**src/rtl/load_align_if.sv**
```systemverilog
// Load request, data-memory and writeback signals for load_align_unit.
// The master side issues requests and models the memory; the slave side is the unit.
interface load_align_if #(parameter int WIDTH = 32);
   logic             req_valid;
   logic             req_ready;
   logic [2:0]       req_funct3;
   logic [WIDTH-1:0] req_addr;
   logic [4:0]       req_rd;
   logic             flush;
   logic             dmem_en;
   logic [WIDTH-1:0] dmem_addr;
   logic [WIDTH-1:0] dmem_dout;
   logic             wb_valid;
   logic [WIDTH-1:0] wb_data;
   logic [4:0]       wb_rd;
   logic             wb_err;

   modport master (
      output req_valid, req_funct3, req_addr, req_rd, flush, dmem_dout,
      input  req_ready, dmem_en, dmem_addr, wb_valid, wb_data, wb_rd, wb_err
   );

   modport slave (
      input  req_valid, req_funct3, req_addr, req_rd, flush, dmem_dout,
      output req_ready, dmem_en, dmem_addr, wb_valid, wb_data, wb_rd, wb_err
   );
endinterface

```
**src/rtl/load_align_unit.sv**
```systemverilog
// RV32I load alignment unit: fetches one or two memory words per load, then
// aligns and sign/zero-extends the result into a registered writeback pulse.
//
// state | meaning
// IDLE  | no load in flight
// BEAT1 | first word returning; aligned loads complete here
// BEAT2 | second word of a misaligned load returning
module load_align_unit #(
   parameter int WIDTH = 32
) (
   input logic        clk,
   input logic        rst,
   load_align_if.slave bus
);
   typedef enum logic [1:0] {IDLE, BEAT1, BEAT2} state_t;

   state_t           state, state_nxt;
   logic [2:0]       ctx_funct3;
   logic [1:0]       ctx_off;
   logic [4:0]       ctx_rd;
   logic [WIDTH-3:0] ctx_waddr;
   logic             ctx_mis;
   logic [WIDTH-1:0] lo_word;

   logic             accept;
   logic             req_mis;
   logic             wb_fire;
   logic [WIDTH-1:0] hi_sel, lo_sel, shifted, load_data;
   logic             load_err;

   always_ff @(posedge clk) begin
      if (rst) state <= IDLE;
      else     state <= state_nxt;
   end

   always_comb begin
      state_nxt = state;
      if (bus.flush) begin
         state_nxt = IDLE;
      end else begin
         case (state)
            IDLE:    state_nxt = accept ? BEAT1 : IDLE;
            BEAT1:   state_nxt = ctx_mis ? BEAT2 : (accept ? BEAT1 : IDLE);
            BEAT2:   state_nxt = IDLE;
            default: state_nxt = IDLE;
         endcase
      end
   end

   always_comb begin
      bus.req_ready = !rst && (state == IDLE || (state == BEAT1 && !ctx_mis));
      accept        = bus.req_valid && bus.req_ready && !bus.flush;
      bus.dmem_en   = 1'b0;
      bus.dmem_addr = '0;
      wb_fire       = !rst && !bus.flush && ((state == BEAT1 && !ctx_mis) || state == BEAT2);
      // The second beat of a misaligned load owns the memory port over any new request.
      if (!rst && !bus.flush) begin
         if (state == BEAT1 && ctx_mis) begin
            bus.dmem_en   = 1'b1;
            bus.dmem_addr = {ctx_waddr + {{(WIDTH-3){1'b0}}, 1'b1}, 2'b00};
         end else if (accept) begin
            bus.dmem_en   = 1'b1;
            bus.dmem_addr = {bus.req_addr[WIDTH-1:2], 2'b00};
         end
      end
   end

   always_comb begin
      req_mis = 1'b0;
      case (bus.req_funct3)
         3'b001, 3'b101: req_mis = (bus.req_addr[1:0] == 2'd3);
         3'b010:         req_mis = (bus.req_addr[1:0] != 2'd0);
         default:        req_mis = 1'b0;
      endcase
   end

   always_comb begin
      lo_sel    = (state == BEAT2) ? lo_word : bus.dmem_dout;
      hi_sel    = (state == BEAT2) ? bus.dmem_dout : '0;
      shifted   = WIDTH'({hi_sel, lo_sel} >> {ctx_off, 3'b000});
      load_data = '0;
      load_err  = 1'b0;
      case (ctx_funct3)
         3'b000:  load_data = {{(WIDTH-8){shifted[7]}}, shifted[7:0]};
         3'b001:  load_data = {{(WIDTH-16){shifted[15]}}, shifted[15:0]};
         3'b010:  load_data = shifted;
         3'b100:  load_data = {{(WIDTH-8){1'b0}}, shifted[7:0]};
         3'b101:  load_data = {{(WIDTH-16){1'b0}}, shifted[15:0]};
         default: load_err  = 1'b1;
      endcase
   end

   always_ff @(posedge clk) begin
      if (rst) begin
         bus.wb_valid <= 1'b0;
         bus.wb_data  <= '0;
         bus.wb_rd    <= '0;
         bus.wb_err   <= 1'b0;
         ctx_funct3   <= '0;
         ctx_off      <= '0;
         ctx_rd       <= '0;
         ctx_waddr    <= '0;
         ctx_mis      <= 1'b0;
         lo_word      <= '0;
      end else begin
         bus.wb_valid <= wb_fire;
         if (wb_fire) begin
            bus.wb_data <= load_data;
            bus.wb_rd   <= ctx_rd;
            bus.wb_err  <= load_err;
         end
         if (state == BEAT1 && ctx_mis) lo_word <= bus.dmem_dout;
         if (accept) begin
            ctx_funct3 <= bus.req_funct3;
            ctx_off    <= bus.req_addr[1:0];
            ctx_rd     <= bus.req_rd;
            ctx_waddr  <= bus.req_addr[WIDTH-1:2];
            ctx_mis    <= req_mis;
         end
      end
   end
endmodule

```
**src/flat_wrapper.sv**
```systemverilog
// flat-port wrapper written by rule: the top's interface ports become plain ports
module load_align_unit_flat 
#(
   parameter int WIDTH = 32
)
  (clk, rst, bus_req_valid, bus_req_funct3, bus_req_addr, bus_req_rd, bus_flush, bus_dmem_dout, bus_req_ready, bus_dmem_en, bus_dmem_addr, bus_wb_valid, bus_wb_data, bus_wb_rd, bus_wb_err);
  load_align_if #(.WIDTH(WIDTH)) bus_i ();
  input logic clk;
  input logic rst;
  input wire logic [$bits(bus_i.req_valid)-1:0] bus_req_valid;
  input wire logic [$bits(bus_i.req_funct3)-1:0] bus_req_funct3;
  input wire logic [$bits(bus_i.req_addr)-1:0] bus_req_addr;
  input wire logic [$bits(bus_i.req_rd)-1:0] bus_req_rd;
  input wire logic [$bits(bus_i.flush)-1:0] bus_flush;
  input wire logic [$bits(bus_i.dmem_dout)-1:0] bus_dmem_dout;
  output wire logic [$bits(bus_i.req_ready)-1:0] bus_req_ready;
  output wire logic [$bits(bus_i.dmem_en)-1:0] bus_dmem_en;
  output wire logic [$bits(bus_i.dmem_addr)-1:0] bus_dmem_addr;
  output wire logic [$bits(bus_i.wb_valid)-1:0] bus_wb_valid;
  output wire logic [$bits(bus_i.wb_data)-1:0] bus_wb_data;
  output wire logic [$bits(bus_i.wb_rd)-1:0] bus_wb_rd;
  output wire logic [$bits(bus_i.wb_err)-1:0] bus_wb_err;
  assign bus_i.req_valid = bus_req_valid;
  assign bus_i.req_funct3 = bus_req_funct3;
  assign bus_i.req_addr = bus_req_addr;
  assign bus_i.req_rd = bus_req_rd;
  assign bus_i.flush = bus_flush;
  assign bus_i.dmem_dout = bus_dmem_dout;
  assign bus_req_ready = bus_i.req_ready;
  assign bus_dmem_en = bus_i.dmem_en;
  assign bus_dmem_addr = bus_i.dmem_addr;
  assign bus_wb_valid = bus_i.wb_valid;
  assign bus_wb_data = bus_i.wb_data;
  assign bus_wb_rd = bus_i.wb_rd;
  assign bus_wb_err = bus_i.wb_err;
  load_align_unit #(.WIDTH(WIDTH)) u_core (.clk(clk), .rst(rst), .bus(bus_i));
endmodule
```
**config.mk**
```make
export PLATFORM = sky130hd
export DESIGN_NAME = load_align_unit_flat
export DESIGN_NICKNAME = d
export VERILOG_FILES = /design/src/rtl/load_align_if.sv /design/src/rtl/load_align_unit.sv /design/src/flat_wrapper.sv
export SDC_FILE = /design/constraint.sdc
export NUM_CORES = 1
export LEC_CHECK = 0
export CORE_MARGIN = 2
export CORE_UTILIZATION = 35
export DETAILED_ROUTE_END_ITERATION = 12
export SLEW_MARGIN = 5
export SYNTH_ARGS = -nofsm -noshare
export SYNTH_HDL_FRONTEND = slang
export SYNTH_SLANG_ARGS = --single-unit
```
**constraint.sdc**
```tcl
create_clock -name clk -period 2.7 [get_ports clk]
set_clock_uncertainty 0.05 [all_clocks]
set_input_delay 0.54 -clock clk [delete_from_list [all_inputs] [get_ports clk]]
set_output_delay 0.54 -clock clk [all_outputs]
set_load 0.02 [all_outputs]
```
### After elaboration in Yosys (flattened, before gate mapping)

Cells that the tools add are included.

* input port bits: 76
* output and inout port bits: 73
* bits in registers: 114

* add/sub/neg operators: 1
* eq/ne operators: 10
* muxes and demuxes: 14
* shift operators: 1
* reduce and logical (&&, ||, !) cells: 18

Operator list (count)
* 32-bit 2-to-1 mux: 5
* 32-bit one-hot mux with 5 select lines: 1
* 64-bit by 5-bit >> shifter with 32-bit output: 1
* 30-bit by 1-bit adder with 30-bit output, second input constant: 1
* 3-bit equality test, second input constant: 3
* 1-bit logical AND: 7
* 3-bit by 1-bit equality test with 1-bit output, second input constant: 2
* 3-bit by 2-bit equality test with 1-bit output, second input constant: 2
* 1-bit 2-to-1 mux: 5
* 5-bit OR reduction: 1
* 2-bit equality test, second input constant: 2
* 2-bit one-hot mux with 2 select lines: 1
* 2-bit OR reduction: 2
* 1-bit logical NOT: 3
* 3-bit logical NOT: 1
* 2-bit by 1-bit equality test with 1-bit output, second input constant: 1
* 2-bit logical NOT: 1
* 1-bit logical OR: 2
* 2-bit 2-to-1 mux: 1
* 1-bit one-hot mux with 2 select lines: 1
* 2-bit nonzero test: 1

### Logic depth before layout (Yosys ltp)

* depth in word-level cells: 9
* mapped depth: 10

### Worst setup path after synthesis

OpenSTA, ideal clock, no wires.

* path kind: reg-to-output
* start: reg u_core.ctx_waddr[4]
* end: out bus_dmem_addr[26]
* data required time: 2110 ps
* path buffers: 1
* data arrival time: 2125 ps
* stages on the path, launching flop included: 7
* path slack: -15 ps
* cells stage by stage: dfxtp_1 > nand4_4 > or4_4 > buf_6 > nor3_1 > xnor2_1 > a211oi_1

* longest elaborated chain between the ends: 3

Ends and longest elaborated chain
* start: declaration: RTL line load_align_unit.sv:21 `logic [WIDTH-3:0] ctx_waddr;`
* start signal: assignment: RTL line load_align_unit.sv:117 `ctx_waddr <= bus.req_addr[WIDTH-1:2];`
* 30-bit by 1-bit adder with 30-bit output: RTL line load_align_unit.sv:60 `bus.dmem_addr = {ctx_waddr + {{(WIDTH-3){1'b0}}, 1'b1}, 2'b00};`
* 32-bit 2-to-1 mux: RTL line load_align_unit.sv:58 `if (state == BEAT1 && ctx_mis) begin`
* 32-bit 2-to-1 mux: RTL line load_align_unit.sv:57 `if (!rst && !bus.flush) begin`
* end: declaration: RTL line flat_wrapper.sv:18 `output wire logic [$bits(bus_i.dmem_addr)-1:0] bus_dmem_addr;`

Every way passes these cells.

### Worst setup path in the final report

* start: reg u_core.ctx_waddr[16]
* end: out bus_dmem_addr[28]

The elaborated chain is that of the path after synthesis.

==> summary.txt <==
Placed design
  – I/O Buffers: about 150
  – Final GP Congestion: about 0.83
  – Post-DP Area: ~0.0084 mm²
  – Post-DP HPWL: about 14,000 µm

Timing
  – Setup slack after layout: -176.4 ps
  – Peak Freq: around 350 MHz
  – RSZ-0062 raised after global routing: true
  – Min cycle time layout: 2876 ps
  – Final slew viol count: 0
  – Fin Setup TNS: -1106 ps
  – Worst-margin pin slew: roughly 900 ps
  – Final count of negative-setup-slack endpoints: 11
  – Slew margin rel.: 0.3949
  – Fin. Hold Viols: 0
  – Final worst path period share: 1.065

Global route
  – First-pass GRT wire length: between 30,000 and 40,000 µm
  – Grt ovf: 0
  – Vias in the first global route: 6,172
  – GRT Total Usage: 0.2184
  – Pin count of the biggest net entering global routing: slightly above 80
  – Initial antenna violation count: 1

Cells and area
  – Syn-to-layout area delta: 51.78%
  – Post-layout instance area: around 0.0094 mm²
  – Filler cells: 1,612
  – Final nets: about 1,100
  – Fraction of layout cells with a size suffix above 1: 0.2465

Yosys
  – Syn_area_per_cell: around 8.0 µm²
  – Main synth FF type: dfxtp_1
  – Async S/R FF share, synth: 0
  – Synthesized netlist cell count: 772
  – Synthesized area: between 0.006 and 0.007 mm²
  – Distinct cells, synth: 52
  – Post-synth EDFFs: 0
  – YS warnings: 0
  – Seq/Total Area, Yosys: 0.3702
  – Register bit total from synthesis: about 110

Clocking
  – CTS tree: done
  – CTS Sinks: roughly 110
  – TritonCTS buffer count: 17
  – CTS max path bufs: 2
  – CTS H-tree depth: 4
  – Clk_lat worst skew: between 400 and 500 ps
  – Clock slew at reported path FFs: roughly 50 ps
  – Root buf cell: clkbuf_16

Floorplanning
  – Area of the die: 0.01869 mm²
  – Die H: about 140 µm
  – Total core area: 0.01724 mm²
  – Num rows: 48
  – Initial Util: 0.3577
  – I/O pin cnt: roughly 150
  – Die Wd: 136.7 µm

Worst setup path
  – RR Endpoint: u_core.bus.wb_data[27]
  – Critical Path AT: roughly 2300 ps
  – Max incr delay on CP: between 500 and 600 ps
  – CP required: between 2000 and 2500 ps
  – CP max-delay cell: or4_4
  – Setup crit start kind: flop
  – Critical path class: reg -> out
  – CP Capture Type: output port
  – Flop-to-flop setup slack: ~430 ps
  – Worst path cell trace: nand4_1 > or4_4 > buf_8 > nor3_2 > xnor2_1 > a22oi_1 > buf_4
  – R2R depth: 9
  – Worst-path fanout max: 4
  – FF-to-FF Start: u_core.state[1]

Power and ir drop
  – Power Internal: between 3 and 4 mW
  – NetSw: around 1.1 mW
  – P_leak: ~3.5 nW
  – Sw frac: 0.2274
  – Pwr per Cell Area: just over 500 mW/mm²
  – Comb pwr share: 0.109
  – Sequential share of power: 0.359
  – Clock Power Share: 0.532
  – VDD IR max: 467.1 µV

Worst hold path
  – Hold worst-path end: u_core.bus.wb_rd[4]
  – Hold path startpoint: u_core.ctx_rd[4]
  – Hold Path Depth: 2
  – HP Class: reg -> reg

Job
  – Max Cap Viol: 0

Detailed routing
  – DR WL/cell: between 15 and 20 µm
  – Vias: 6,331
  – Post-DRT Antenna Nets: 0
  – DRT iter0 DRCs: 330
  – DRT Pass-1 Iters: 5
  – # DRC: 0
  – Detailed-route wire length: a little over 20,000 µm
  – Routed vias/inst: approximately 5.2

Outcome
  – Status: complete, but fails checks
  – Failing checks: setup timing
## registers in the layout, summed over array words and instances (netlist names)
signal / flops
u_core.state: 2
u_core.ctx_waddr: 30
u_core.ctx_rd: 5
u_core.lo_word: 32
u_core.bus.wb_valid: 1
u_core.bus.wb_data: 32
u_core.bus.wb_err: 1
u_core.ctx_off: 2
u_core.ctx_funct3: 3
u_core.bus.wb_rd: 5
u_core.ctx_mis: 1
## repair_timing
| item | CTS | global route |
|---|---|---|
| cloned | 0 | 2 |
| pin swaps | 23 | 24 |
| setup buffers | 4 | 3 |
| endpoints found under the setup margin | 31 | 28 |
| hold buffers | 0 | 0 |
| gates resized for setup | 186 | 38 |
## routing by layer
layer	routed length, µm	up-vias	global-route usage
li1	-	3134	-
met1	8817	2965	0.2738
met2	9361	203	0.3542
met3	1640	27	0.07333
met4	340	2	0.06887
met5	13	-	0
## power groups by stage
stage / registers (mW) / logic (mW) / clock network, mW
2_1_floorplan: 1.80 / 0.216 / 0
3_3_place_gp: 1.78 / 0.515 / 0
3_5_place_dp: 1.78 / 0.514 / 0
4_1_cts: 1.74 / 0.516 / 2.62
5_1_grt: 1.75 / 0.570 / 2.69
6_report: 1.74 / 0.528 / 2.58
## logic make-up after synthesis
family                     share of synthesized area
AOI/OAI and AO/OA                             0.1873
adders and majority gates                   0.002029
other                                      0.0006083
DFF                                           0.3702
buffers and inverters                        0.04830
and+or+nand+nor                               0.2283
xor gates and xnor gates                     0.03836
muxes                                         0.1248
## worst max path at each step
stage | from | endpoint | slack, ps | cells after the start
after detailed placement | u_core.ctx_waddr[4] | bus_dmem_addr[31] | -500 | 6
after global placement | u_core.ctx_waddr[4] | bus_dmem_addr[31] | -490 | 6
after CTS | u_core.ctx_waddr[6] | bus_dmem_addr[26] | -210 | 7
after global routing | u_core.ctx_waddr[16] | bus_dmem_addr[26] | -260 | 7
after floorplan | u_core.ctx_waddr[4] | bus_dmem_addr[31] | 10 | 6
final | u_core.ctx_waddr[16] | bus_dmem_addr[28] | -180 | 7
## layout by cell type (no fill, tap or decap), types with 4 or more instances in the layout
master           instances
nand2_1                196
clkdlybuf4s50_1        113
buf_4                  112
a21oi_1                106
dfxtp_1                101
nor2_1                  31
o21ai_0                 28
mux2i_1                 24
mux4_2                  22
a211oi_1                21
clkbuf_16               19
xnor2_1                 15
dfxtp_2                 12
o21ai_1                 11
nand3_1                 11
buf_2                   10
xor2_1                   9
inv_1                    9
o21a_1                   8
nor3b_1                  8
nand2b_1                 8
a211o_1                  8
buf_6                    8
nand4_1                  7
a22oi_1                  7
bufinv_16                6
nor4_4                   4
nor2_4                   4
nor3_4                   4
## area by class of cell
cell class                      count  area [µm²]  area share
Tap cell                          225       281.5     0.03009
Inverter                           11       43.79    0.004680
Sequential cell                   114        2301      0.2459
Clock buffer                       19       442.9     0.04734
Clock inverter                     13       229.0     0.02447
Antenna cell                        1       2.502   0.0002675
Multi-Input combinational cell    589        3802      0.4064
Timing Repair Buffer              252        2253      0.2408
## worst max-delay path: cells and delay by family, from the launching register on
kind	cells	cell delay, ps
DFF	1	330
AOI/OAI and AO/OA	1	160
buffers and inverters	2	350
and+or+nand+nor	3	940
xor gates and xnor gates	1	90
## cell usage after synthesis (2+ instances only)
library cell	number	area [µm²]
and4_1	3	26.28
mux2_2	3	33.78
o21a_1	8	60.06
and3_1	2	12.51
inv_1	9	33.78
clkinv_1	2	7.510
a21oi_1	106	530.5
or3b_2	2	17.52
xnor2_1	18	157.7
a211oi_1	22	165.2
nor4_1	4	25.02
nand3_1	14	70.07
nor2b_1	3	18.77
buf_2	10	50.05
mux2i_1	24	240.2
dfxtp_1	114	2282
and4b_1	2	20.02
nand2_1	197	739.5
a211o_1	8	70.07
clkbuf_1	42	157.7
or4_1	2	15.01
nor3b_1	8	60.06
buf_4	2	15.01
o211ai_1	2	15.01
xor2_1	9	78.83
nand2b_1	9	56.30
o21ai_0	37	185.2
buf_1	3	11.26
o21ai_1	2	10.01
nand3b_1	2	15.01
or3_1	2	12.51
mux4_2	22	495.5
buf_6	2	22.52
nor3_1	9	45.04
nor2_1	35	131.4
or2_2	3	18.77
a22oi_1	9	67.56
nand4_1	7	43.79
## through the flow
step / power [mW] / std cells / util / setup WS [ps] / hold slack [ps]
2_1_floorplan: 2.012 / 773 / - / 14.09 / 382.1
5_1_grt: 5.009 / 1223 / 0.5427 / -264.1 / 414.9
6_report: 4.855 / 1224 / 0.5428 / -176.4 / 401.1
3_3_place_gp: 2.294 / 1182 / 0.4885 / -485.9 / 383.8
4_1_cts: 4.878 / 1218 / 0.5327 / -213.2 / 404.3
3_5_place_dp: 2.294 / 1182 / 0.4885 / -496.3 / 394.2
No activity file was read; power rests on OpenSTA's default activity.
